===== config.mk =====
export PLATFORM = sky130hd
export DESIGN_NAME = led_trail
export DESIGN_NICKNAME = d
export VERILOG_FILES = /design/src/rtl/led_trail_pkg.sv /design/src/rtl/led_trail_channel.sv /design/src/rtl/led_trail.sv
export VERILOG_INCLUDE_DIRS = /design/src /design/src/rtl
export SDC_FILE = /design/constraint.sdc
export NUM_CORES = 1
export LEC_CHECK = 0
export BUFFER_PORTS_ARGS = -buffer_cell sky130_fd_sc_hd__buf_4
export CAP_MARGIN = 40
export CELL_PAD_IN_SITES_DETAIL_PLACEMENT = 1
export CELL_PAD_IN_SITES_GLOBAL_PLACEMENT = 2
export CORE_MARGIN = 2
export CORE_UTILIZATION = 33
export DETAILED_ROUTE_END_ITERATION = 10
export GPL_TIMING_DRIVEN = 0
export PLACE_DENSITY = 0.75
export SYNTH_ARGS = -nofsm -noshare
export SYNTH_HDL_FRONTEND = slang
export SYNTH_SLANG_ARGS = --single-unit

===== constraint.sdc =====
create_clock -name clk -period 2.4 [get_ports clk]
set_input_delay 0 -clock clk [delete_from_list [all_inputs] [get_ports clk]]
set_output_delay 0 -clock clk [all_outputs]
set_load 0.02 [all_outputs]

===== src/rtl/led_defs.vh =====
// Default LED channel count and PWM resolution, shared by the run-LED
// counter and by led_trail so both sides agree on the bus width.
`ifndef LED_DEFS_VH
`define LED_DEFS_VH
`define LED_CHANNELS 10
`define LED_PWM_BITS 8
`endif


===== src/rtl/led_trail_pkg.sv =====
// Shared constants and per-channel level-update decision for led_trail.
package led_trail_pkg;
`include "led_defs.vh"

  localparam int          DEF_CHANNELS   = `LED_CHANNELS;
  localparam int          DEF_PWM_BITS   = `LED_PWM_BITS;
  localparam logic [19:0] DEF_DECAY_DIV  = 20'd50000;
  localparam logic [7:0]  DEF_DECAY_STEP = 8'd16;

  // What a channel level does on the coming edge.
  typedef enum logic [1:0] {
    ACT_HOLD,
    ACT_LOAD,
    ACT_DECAY,
    ACT_CLEAR
  } lvl_act_e;

  // Disable clears; a lit input beats a coincident decay tick.
  function automatic lvl_act_e pick_act(input logic enable,
                                        input logic led_in,
                                        input logic decay_tick);
    lvl_act_e act;
    act = ACT_HOLD;
    if (!enable)         act = ACT_CLEAR;
    else if (led_in)     act = ACT_LOAD;
    else if (decay_tick) act = ACT_DECAY;
    return act;
  endfunction

endpackage


===== src/rtl/led_trail_channel.sv =====
// One LED channel: brightness level with saturating decay, and the PWM
// compare that drives the registered LED output.
module led_trail_channel
  import led_trail_pkg::*;
#(
  parameter int         PWM_BITS   = DEF_PWM_BITS,
  parameter logic [7:0] DECAY_STEP = DEF_DECAY_STEP
) (
  input  logic                clk,
  input  logic                reset,
  input  logic                enable,
  input  logic                led_in,
  input  logic                decay_tick,
  input  logic [PWM_BITS-1:0] pwm_cnt,
  output logic [PWM_BITS-1:0] level,
  output logic                led_out
);

  localparam logic [PWM_BITS-1:0] MAX = '1;
  localparam int                  WW  = PWM_BITS + 8;

  // Level minus DECAY_STEP, floored at zero; widened so a step larger
  // than the level can never wrap.
  function automatic logic [PWM_BITS-1:0] sat_dec(input logic [PWM_BITS-1:0] lvl);
    logic [WW-1:0] wide;
    logic [WW-1:0] step;
    logic [WW-1:0] diff;
    wide = {8'd0, lvl};
    step = {{PWM_BITS{1'b0}}, DECAY_STEP};
    if (wide > step) diff = wide - step;
    else             diff = '0;
    return diff[PWM_BITS-1:0];
  endfunction

  logic [PWM_BITS-1:0] level_p0;
  logic                out_p1;
  logic [PWM_BITS-1:0] level_nxt;
  logic                out_nxt;
  lvl_act_e            act;

  assign level   = level_p0;
  assign led_out = out_p1;

  // Next level from the input/tick/enable decision; output compares the current level.
  always_comb begin
    act       = pick_act(enable, led_in, decay_tick);
    level_nxt = level_p0;
    case (act)
      ACT_CLEAR: level_nxt = '0;
      ACT_LOAD:  level_nxt = MAX;
      ACT_DECAY: level_nxt = sat_dec(level_p0);
      default:   level_nxt = level_p0;
    endcase
    out_nxt = enable && ((level_p0 == MAX) || (level_p0 > pwm_cnt));
  end

  // Stage p0: level register; stage p1: LED drive one cycle behind level.
  always_ff @(posedge clk or posedge reset) begin
    if (reset) begin
      level_p0 <= '0;
      out_p1   <= 1'b0;
    end else begin
      level_p0 <= level_nxt;
      out_p1   <= out_nxt;
    end
  end

endmodule


===== src/rtl/led_trail.sv =====
// LED trail dimmer: each lit input channel jumps to full brightness and
// then fades out in DECAY_STEP steps, rendered through a shared PWM counter.
module led_trail
  import led_trail_pkg::*;
#(
  parameter int          CHANNELS   = DEF_CHANNELS,
  parameter int          PWM_BITS   = DEF_PWM_BITS,
  parameter logic [19:0] DECAY_DIV  = DEF_DECAY_DIV,
  parameter logic [7:0]  DECAY_STEP = DEF_DECAY_STEP
) (
  input  logic                clk,
  input  logic                reset,
  input  logic [CHANNELS-1:0] led_in,
  input  logic                enable,
  output logic [CHANNELS-1:0] led_out,
  output logic                busy
);

  logic [19:0]         presc;
  logic [PWM_BITS-1:0] pwm_cnt;
  logic                decay_tick;
  logic [PWM_BITS-1:0] level [CHANNELS];

  assign decay_tick = enable && (presc == DECAY_DIV - 20'd1);

  // Decay prescaler: counts 0..DECAY_DIV-1, cleared while disabled.
  always_ff @(posedge clk or posedge reset) begin
    if (reset)           presc <= '0;
    else if (!enable)    presc <= '0;
    else if (decay_tick) presc <= '0;
    else                 presc <= presc + 20'd1;
  end

  // Free-running PWM ramp shared by all channels, wraps naturally.
  always_ff @(posedge clk or posedge reset) begin
    if (reset)        pwm_cnt <= '0;
    else if (!enable) pwm_cnt <= '0;
    else              pwm_cnt <= pwm_cnt + 1'b1;
  end

  for (genvar gi = 0; gi < CHANNELS; gi++) begin : g_ch
    led_trail_channel #(
      .PWM_BITS   (PWM_BITS),
      .DECAY_STEP (DECAY_STEP)
    ) u_ch (
      .clk        (clk),
      .reset      (reset),
      .enable     (enable),
      .led_in     (led_in[gi]),
      .decay_tick (decay_tick),
      .pwm_cnt    (pwm_cnt),
      .level      (level[gi]),
      .led_out    (led_out[gi])
    );
  end

  // Busy while any level register is nonzero.
  always_comb begin
    busy = 1'b0;
    for (int i = 0; i < CHANNELS; i++) busy = busy | (level[i] != '0);
  end

endmodule

==> results of run 1 <==
layer usage:
| layer | routed length [microns] | part of all wire [%] | up-vias | GRT usage, % |
|---|---|---|---|---|
| li1 | - | - | 2793 | - |
| met1 | 9292 | 43 | 2959 | 25.35 |
| met2 | 10750 | 50 | 97 | 36.70 |
| met3 | 819 | 3.8 | 40 | 3.094 |
| met4 | 547 | 2.6 | 0 | 7.427 |
| met5 | 0 | 0 | - | 0 |
registers in the layout, indices dropped and copies added (netlist names):
name,flops
g_ch.u_ch.level,50
g_ch.u_ch.led_out,10
presc,20
pwm_cnt,8
cell usage in the layout (no fill, tap or decap), drive strengths merged, types with 12 or more instances in the layout:
master	n
nor3	18
nor2b	14
inv	43
o21ai	38
a21oi	62
dfrtp	88
nand2	51
a31oi	12
nor2	39
buf	47
o211ai	12
xnor2	20
nand3	13
clkbuf	23
o221ai	26
nand4	38
ha	120
cell type report:
type                    instances  area (sq um)
fillers                      2337         11990
multi-input cells             561          4194
clock inverters                 7         53.80
plain buffers                  29         171.4
flip-flops and latches         88          2207
repair buffers                 39         325.3
clock buffers                   9         225.2
inverters                      41         156.4
well taps                     265         331.6
stage by stage:
| step | TNS [ns] | util, % | worst slack (ns) |
|---|---|---|---|
| detailed placement | -51.82 | 36.56 | -1.005 |
| finish | 0 | 39.00 | 0.09857 |
| global route | 0 | 39.00 | 0.01070 |
| CTS | 0 | 38.71 | 0.003409 |
| floorplan | 0 | - | 0.004494 |
| global placement | -162.28 | 36.36 | -1.290 |
logic make-up (layout without fill, tap and decap cells):
logic type | Yosys count | in the layout
simple gates | 222 | 222
compound gates | 188 | 188
fa+ha+maj | 120 | 120
flops | 88 | 88
buf+inv | 71 | 125
xor+xnor | 27 | 27
mux | 4 | 4
power by group:
| part | switching, W | internal (W) |
|---|---|---|
| clock | 0.000685 | 0.000711 |
| combinational | 0.000512 | 0.000409 |
| sequential | 0.000176 | 0.00158 |
| total | 0.00137 | 0.00270 |
repair_timing:
item,CTS,global route
endpoints found under the setup margin,70,49
pin swaps,2,0
gates resized for setup,19,15
hold buffers,7,0
hold endpoints to repair,58,0
buffers inserted,5,3
worst max-delay path, delay by kind of cell, from the launching register on:
kind	cells	cell delay, ns
buf+inv	2	0.32
compound gates	1	0.12
flops	1	0.45
simple gates	4	1.29
worst paths after layout:
check	startpoint	endpoint	slack, ns	cells after the start
worst min register to register	presc[0]$_DFF_PP0_	presc[0]$_DFF_PP0_	0.50	1
min in group asynchronous	reset	g_ch[1].u_ch.led_out$_DFF_PP0_	0.29	3
worst max register to register	presc[17]$_DFF_PP0_	g_ch[6].u_ch.level[7]$_DFFE_PP0P_	0.1	7
worst max-delay path	presc[17]$_DFF_PP0_	g_ch[6].u_ch.level[7]$_DFFE_PP0P_	0.1	7
worst min-delay path	led_in[6]	g_ch[6].u_ch.level[2]$_DFFE_PP0P_	0.01	3
max in group asynchronous	reset	presc[17]$_DFF_PP0_	1.43	4
==> summary.md, run 1 <==
| Metric | Value |
|---|---|
| Final Setup Violations | `0` |
| Clock Skew | `0.009330 ns` |
| Fin area | `7665 sq um` |
| Pre-antenna DRT Iters | `4` |
| Register area share after synthesis | `33.08%` |
| Minimum clock period | `2.301 ns` |
| Max-Cap Viols | `0` |
| Initial antenna violation count | `0` |
| First-pass GRT wire length | `34580 microns` |
| Yosys reg bits | `88` |
| Max rail drop VDD | `364.1 uV` |
| Arrival time worst endpoint | `2.54 ns` |
| Distinct cells, synth | `46` |
| Final Wtd Congestion | `0.8388` |
| Row count | `51` |
| WHS | `0.01488 ns` |
| Average wire per standard cell | `20.61 microns` |
| CP Class | `reg -> reg` |
| Post-Synth Simple-Gate Area | `17.63%` |
| Largest net degree at the start of global routing | `46` |
| Number of global-route vias before repair | `6389` |
| Slew @ Worst Pin | `0.9296 ns` |
| Yosys warning total | `0` |
| Root Driver | `clkbuf_16` |
| Status | `finished, final reports clean` |
| Starting Density | `33.87%` |
| GRT Residual Overflow | `0` |
| Period utilization | `95.89%` |
| Die Area | `21330 sq um` |
| Mapped Nets | `853` |
| Largest cells by area after synthesis | `dfrtp_1 (33%), ha_1 (23%), a21oi_1 (4.7%), nand4_1 (3.6%), o221ai_1 (3.4%)` |
| CTS tree | `done` |
| Synth Area in Adders | `22.55%` |
| Fmax achieved | `0.4345 GHz` |
| Vias per std cell | `5.668` |
| Post-detail-place hpwl | `15120 microns` |
| CP peak stage delay | `0.56 ns` |
| Clock-pin slew on the worst setup and hold paths | `0.07 ns` |
| Critical path required time | `2.64 ns` |
| Synth Instances | `720` |
| Nets | `902` |
| Slowest library cell on the worst path | `or4_4` |
| P_leak | `3.279 nW` |
| Wirelength, routed | `21410 microns` |
| Post-synthesis cell area | `6658 sq um` |
| Clock latency on the worst-skew pair | `0.36 ns` |
| Post-route DRC | `0` |
| Vias post-DR | `5889` |
| CTS buffer count | `9` |
| Most used DFF post-synth | `dfrtp_1` |
| Pwr dens | `531.5 nW/um^2` |
| Cell with the most instances after synthesis | `ha_1` |
| Placed Cells | `1009` |
| Post-Layout Cell Count | `1039` |
| I/O Pins | `24` |
| Synth Area in Compound Gates | `17.95%` |
| CTS Sinks | `88` |
| Post-synthesis to final-layout area growth | `15.13%` |
| CTS H-tree lvls | `3` |
| CP Max Fanout | `10` |
| DIE WIDTH | `146.0 microns` |
| Slew Limit Fails | `0` |
| Crit start category | `flop` |
| Buffers on Ports | `21` |
| CTS Buffer Depth | `2` |
| Total power draw | `0.004074 W` |
| Hold Crit Class | `in -> reg` |
| Starting DRT DRC Count | `276` |
| Final Hold Fails | `0` |
| Rel. slew slack | `37.24%` |
| Antenna Cells | `0` |
| Commonest cells in the netlist | `ha_1 (120), dfrtp_1 (88), a21oi_1 (62)` |
| Mux share of post-synthesis cell area | `0.6202%` |
| Placeable Area | `19650 sq um` |
| Gr usage total | `20.63%` |
| Post-synth EDFFs | `0` |
| Synth top area share | `33.08%` |
| Combinational family with the most area after synthesis | `adder cells` |
| Die Y | `146.0 microns` |
| Placement Cell Area | `7186 sq um` |
| DRT antenna net count | `0` |
| Mean post-synth cell area | `9.247 sq um` |
| CP Capture Type | `flop` |
| Leading area contributor after synthesis | `dfrtp_1` |
| Post-synthesis xor/xnor area fraction | `3.552%` |
| Sequence of cells on the critical path | `or4_4 -> nor4_4 -> buf_4 -> nor2b_4 -> buf_6 -> o21ai_0 -> or2_2` |
| Asr flop ratio synth | `100.0%` |
| RSZ-0062 raised after global routing | `false` |
| Fraction of layout cells with a size suffix above 1 | `11.50%` |
Note: power is estimated with default switching activity, not from simulation.
==> inputs of run 2 (changes only) <==
Settings changed: CORE_MARGIN 2 to default, CTS_CLUSTER_DIAMETER from default to 50.
==> run 2 against run 1 <==
  * Sequential share of layout area shrank 0.75 points
  * Wire length hardly changed
  * Sequential power is essentially flat
  * Critical path depth shrank 1
  * First-iteration DRC count down 7.2%
  * Register-to-register slack barely moved
  * Hold slack lost 0.010 ns
  * Via count increased by 2.2%
  * Final cell count up 1.1%
  * Fmax shrank 0.51%
  * Critical endpoint is now g_ch[7].u_ch.level[4]$_DFFE_PP0P_
==> summary.md, run 2 (synthesized netlist as in run 1, its figures left out) <==
| Metric | Value |
|---|---|
| Status | `finished, final reports clean` |
| Initial antenna violation count | `0` |
| Reg2reg start | `presc[7]$_DFF_PP0_` |
| First-pass GRT wire length | `34730 microns` |
| CTS Sinks | `88` |
| Slew @ Worst Pin | `0.8571 ns` |
| CTS Buffer Depth | `2` |
| Slew Limit Fails | `0` |
| Gr usage total | `22.23%` |
| Worst r2r dst | `g_ch[7].u_ch.level[4]$_DFFE_PP0P_` |
| HP Start | `led_in[4]` |
| Clock-pin slew on the worst setup and hold paths | `0.07 ns` |
| Commonest cells after routing, fill and taps aside | `ha_1 (119), dfrtp_1 (83), a21oi_1 (61)` |
| Max-Cap Viols | `0` |
| DRT antenna net count | `0` |
| Placeable Area | `19590 sq um` |
| Pre-antenna DRT Iters | `4` |
| Starting Density | `33.98%` |
| Vias post-DR | `6019` |
| Root Driver | `clkbuf_16` |
| CTS tree | `done` |
| Arrival time worst endpoint | `2.59 ns` |
| Fraction of layout cells with a size suffix above 1 | `14.14%` |
| Placement Cell Area | `7189 sq um` |
| Final Setup Violations | `0` |
| Critical path required time | `2.68 ns` |
| Nets | `913` |
| Fin area | `7874 sq um` |
| RSZ-0062 raised after global routing | `true` |
| Placed Cells | `1010` |
| Max reg flops | `50` |
| Hold Crit Class | `in -> reg` |
| GRT Residual Overflow | `0` |
| Worst hold path depth | `3` |
| WHS | `0.004933 ns` |
| Row count | `51` |
| CP Max Fanout | `5` |
| Wirelength, routed | `21400 microns` |
| Commonest non-fill, non-tap cell in the layout | `ha_1` |
| CTS buffer count | `9` |
| Final Hold Fails | `0` |
| Rel. slew slack | `42.86%` |
| Minimum clock period | `2.313 ns` |
| Pwr dens | `532.3 nW/um^2` |
| Post-synthesis to final-layout area growth | `18.27%` |
| Clock Skew | `0.006365 ns` |
| Worst Reg-to-Reg Cells | `6` |
| Vias per std cell | `5.732` |
| Post-Layout Cell Count | `1050` |
| Period utilization | `96.39%` |
| Buffers on Ports | `21` |
| Post-route DRC | `0` |
| Hold Crit Endpoint | `g_ch[4].u_ch.level[4]$_DFFE_PP0P_` |
| CP Class | `reg -> reg` |
| DIE WIDTH | `144.0 microns` |
| Antenna Cells | `0` |
| P_leak | `3.381 nW` |
| Max rail drop VDD | `422.8 uV` |
| Number of global-route vias before repair | `6377` |
| I/O Pins | `24` |
| Post-detail-place hpwl | `14890 microns` |
| Starting DRT DRC Count | `256` |
| Total power draw | `0.004191 W` |
| Fmax achieved | `0.4323 GHz` |
| Die Area | `20750 sq um` |
| Final Wtd Congestion | `0.8452` |
| CTS H-tree lvls | `3` |
| Worst R2R Setup Slack | `0.09 ns` |
| Crit start category | `flop` |
| Clock latency on the worst-skew pair | `0.35 ns` |
| CP Capture Type | `flop` |
| Average wire per standard cell | `20.38 microns` |
| Die Y | `144.0 microns` |
| Largest net degree at the start of global routing | `48` |
-- run 2: changes by cell type in the layout (fill, tap and decap cells not counted), sizes merged --
cell      previous run  this run
buf                 47        55
clkbuf              23        27
bufinv               0         1
clkinvlp             3         2
inv                 43        42
-- run 2: worst max-delay path by stage --
stage	startpoint	end	slack, ns	cells after the start
after floorplan	presc[16]$_DFF_PP0_	g_ch[4].u_ch.level[7]$_DFFE_PP0P_	0.004	6
after global placement	reset	g_ch[5].u_ch.level[6]$_DFFE_PP0P_	-1.22	2
after detailed placement	presc[15]$_DFF_PP0_	g_ch[4].u_ch.level[2]$_DFFE_PP0P_	-1.01	7
after CTS	presc[11]$_DFF_PP0_	g_ch[6].u_ch.level[7]$_DFFE_PP0P_	0.01	6
after global routing	presc[7]$_DFF_PP0_	g_ch[7].u_ch.level[2]$_DFFE_PP0P_	-0.03	6
final	presc[7]$_DFF_PP0_	g_ch[7].u_ch.level[4]$_DFFE_PP0P_	0.09	6
-- run 2: worst max-delay path, cell delays in order (launching register included) --
cell and delay, ns:
dfrtp_2 0.44, or4_4 0.55, nor4_4 0.41, buf_6 0.20
nand2b_4 0.08, or3_4 0.43, o21ai_2 0.12
-- run 2: power by group --
part	internal [W]	total, W	switching, W
Clock	0.000840	0.00149	0.000650
Sequential	0.00158	0.00177	0.000184
Combinational	0.000415	0.000934	0.000519
Total	0.00284	0.00419	0.00135
-- run 2: through the flow --
step                utilization [%]  setup slack (ns)  setup TNS (ns)
detailed placement            36.70            -1.008          -50.16
global placement              36.48            -1.217         -154.90
finish                        40.19           0.08675               0
floorplan                         -          0.004494               0
CTS                           39.41          0.009622               0
global route                  40.19          -0.03030         -0.1077
-- run 2: final cells by class --
| cell class | instances | area [sq um] |
|---|---|---|
| fill | 2262 | 11720 |
| multi-input combinational | 561 | 4280 |
| sequential | 88 | 2208 |
| timing repair buffer | 50 | 412.9 |
| tap | 265 | 331.6 |
| clock buffer | 10 | 239.0 |
| buffer | 29 | 177.7 |
| inverter | 41 | 156.4 |
| clock inverter | 6 | 67.56 |
-- run 2: per-layer routing --
layer  part of all wire [%]  track usage, %
met5                      0               0
met4                    3.0           9.351
met3                    2.1           2.483
met2                     49           37.76
met1                     46           28.51
-- run 2: timing repair --
item	CTS	global route
pin swaps	2	5
setup buffers	9	7
gates resized for setup	28	36
setup endpoints to repair	70	51
hold buffers	7	0
gates cloned	1	1
endpoints found under the hold margin	62	0
==> inputs of run 3 (changes only) <==
Settings changed: PLACE_DENSITY 0.75 to 0.76, SLEW_MARGIN from default to 20, SYNTH_HIERARCHICAL from default to 1.
==> run 3 against run 2 <==
  * The run now ends with DRC left
  * Combinational power shrank 6.9%
  * Via count grew 0.25%
  * Critical path depth grew 3
  * Worst setup slack gained 0.067 ns
  * Hold slack gained 0.19 ns
  * Fmax grew 3.0%
  * Sequential share of layout area shrank 2.1 points
  * Largest power group unchanged
  * Highest routed layer unchanged
  * Critical path type unchanged
==> summary.md, run 3 <==
| Metric | Value |
|---|---|
| Starting DRT DRC Count | `195` |
| I/O Pins | `24` |
| Post-synthesis cell area | `7451 sq um` |
| Arrival time worst endpoint | `2.49 ns` |
| Register area share after synthesis | `29.55%` |
| Pre-antenna DRT Iters | `7` |
| Post-route DRC | `2` |
| Status | `complete, but fails checks` |
| Slew @ Worst Pin | `0.7500 ns` |
| Yosys warning total | `6` |
| Gr usage total | `17.20%` |
| CTS tree | `done` |
| CP Class | `reg -> reg` |
| Cell with the most instances after synthesis | `inv_1` |
| Worst R2R Setup Slack | `0.15 ns` |
| Final Hold Fails | `0` |
| Fin area | `8497 sq um` |
| Average wire per standard cell | `15.77 microns` |
| Post-detail-place hpwl | `13270 microns` |
| Fmax achieved | `0.4453 GHz` |
| Pwr dens | `479.7 nW/um^2` |
| Most used DFF post-synth | `dfrtp_1` |
| Critical path required time | `2.64 ns` |
| Synth top area share | `29.55%` |
| Rel. slew slack | `50.00%` |
| Root Driver | `clkbuf_16` |
| FILL cells | `2587` |
| CP Max Fanout | `19` |
| Wirelength, routed | `18680 microns` |
| CTS Buffer Depth | `2` |
| WHS | `0.1915 ns` |
| Reg2reg start | `presc[8]$_DFF_PP0_` |
| Die Y | `152.3 microns` |
| Slew Limit Fails | `0` |
| Vias per std cell | `5.096` |
| GRT Residual Overflow | `0` |
| Starting Density | `33.93%` |
| Minimum clock period | `2.246 ns` |
| Max-Cap Viols | `0` |
| Post-synthesis to final-layout area growth | `14.04%` |
| P_leak | `3.530 nW` |
| Final setup TNS | `0 ns` |
| Final Wtd Congestion | `0.7475` |
| Placeable Area | `21960 sq um` |
| Synth Instances | `847` |
| Fraction of layout cells with a size suffix above 1 | `15.71%` |
| Clock-pin slew on the worst setup and hold paths | `0.08 ns` |
| Placement Cell Area | `8038 sq um` |
| Crit start category | `flop` |
| Asr flop ratio synth | `100.0%` |
| Antenna Cells | `0` |
| Commonest non-fill, non-tap cell in the layout | `inv_1` |
| CP Capture Type | `flop` |
| CTS buffer count | `9` |
| Worst r2r dst | `g_ch[8].u_ch/level[2]$_DFFE_PP0P_` |
| Nets | `1024` |
| Leading area contributor after synthesis | `dfrtp_1` |
| Number of global-route vias before repair | `6366` |
| Die Area | `23180 sq um` |
| Post-synth EDFFs | `0` |
| CTS H-tree lvls | `3` |
| Multi-input gate area | `4542 sq um` |
| Worst hold path depth | `3` |
| Mean post-synth cell area | `8.797 sq um` |
| Worst Reg-to-Reg Cells | `9` |
| Commonest cells after routing, fill and taps aside | `inv_1 (132), ha_1 (111), dfrtp_1 (88)` |
| Distinct cells, synth | `37` |
| Max reg flops | `50` |
| First-pass GRT wire length | `32370 microns` |
| Clock Skew | `0.007750 ns` |
| Commonest cells in the netlist | `inv_1 (133), ha_1 (112), dfrtp_1 (88)` |
| Clock latency on the worst-skew pair | `0.36 ns` |
| FF+latch area | `2202 sq um` |
| Vias post-DR | `6034` |
| Mapped Nets | `972` |
| Hold Crit Class | `in -> reg` |
| DIE WIDTH | `152.3 microns` |
| Buffers on Ports | `23` |
| Initial antenna violation count | `0` |
| DRT antenna net count | `0` |
| Max rail drop VDD | `295.3 uV` |
| Largest net degree at the start of global routing | `63` |
| Hold Crit Endpoint | `g_ch[0].u_ch/level[7]$_DFFE_PP0P_` |
| Period utilization | `93.58%` |
| Layout Utilization | `38.70%` |
| Largest cells by area after synthesis | `dfrtp_1 (30%), ha_1 (19%), inv_1 (6.7%), nor2_1 (3.6%), buf_4 (3.0%)` |
| Final Setup Violations | `0` |
| Row count | `54` |
| Failing checks | `DRC` |
| CTS Sinks | `88` |
| HP Start | `enable` |
| Crit path from | `presc[8]$_DFF_PP0_` |
| Yosys reg bits | `88` |
==> run 3: repair_timing <==
item / 4_1_cts / 5_1_grt
setup buffers: 2 / 3
pin swaps: 1 / 1
hold buffers: 11 / 0
endpoints found under the setup margin: 6 / 7
gates resized for setup: 0 / 6
hold endpoints to repair: 138 / 0
==> run 3: worst max-delay path by stage <==
stage,endpoint,cells after the start
global route,g_ch[6].u_ch/level[2]$_DFFE_PP0P_,10
CTS,g_ch[0].u_ch/level[2]$_DFFE_PP0P_,9
global placement,g_ch[0].u_ch/level[2]$_DFFE_PP0P_,8
finish,g_ch[8].u_ch/level[2]$_DFFE_PP0P_,9
floorplan,g_ch[0].u_ch/level[2]$_DFFE_PP0P_,7
detailed placement,g_ch[0].u_ch/level[2]$_DFFE_PP0P_,10
==> run 3: worst max-delay path, cell delays in order, from the launching register on <==
cell and delay (ns):
dfrtp_1 0.43, nand2_1 0.13, or4_4 0.54, nor3_4 0.20, buf_4 0.17, buf_8 0.16, nand2_1 0.11, nor3_1 0.15
nor2_1 0.06, o21a_1 0.17
==> run 3: power breakdown <==
group	internal (W)	switching, W
combinational	0.000415	0.000456
sequential	0.00157	0.000174
clock	0.000738	0.000729
==> run 3: final cells by class <==
cell class	instances	share of cell area, %
buffer	32	2.827
clock inverter	7	0.7952
tap	280	4.123
multi-input combinational	593	53.45
timing repair buffer	42	4.359
clock buffer	9	2.651
inverter	133	5.875
sequential	88	25.92
==> run 3: kinds of logic (layout without fill, tap and decap cells) <==
kind of cell	Yosys count	count (layout)	synth area share, %
and+or+nand+nor	292	292	21.04
AOI/OAI and AO/OA	168	168	18.14
buffers and inverters	166	223	9.975
adders and majority gates	112	112	18.81
DFF	88	88	29.55
xor gates and xnor gates	20	20	2.351
muxes	1	1	0.1343
==> run 3: layer usage <==
| layer | track usage (%) | wire (microns) | vias up |
|---|---|---|---|
| li1 | - | - | 3064 |
| met1 | 23.21 | 9402 | 2928 |
| met2 | 28.99 | 8796 | 26 |
| met3 | 2.247 | 253 | 16 |
| met4 | 4.276 | 225 | 0 |
| met5 | 0 | 0 | - |
==> run 3: through the flow <==
step	power [W]	std cells	worst slack (ns)
final	0.004076	1184	0.1542
after global routing	0.004341	1184	-0.002713
after CTS	0.004170	1182	0.05468
after detailed placement	0.002639	1153	-0.1287
after global placement	0.002622	1150	-1.513
after floorplan	0.002357	847	-0.3668
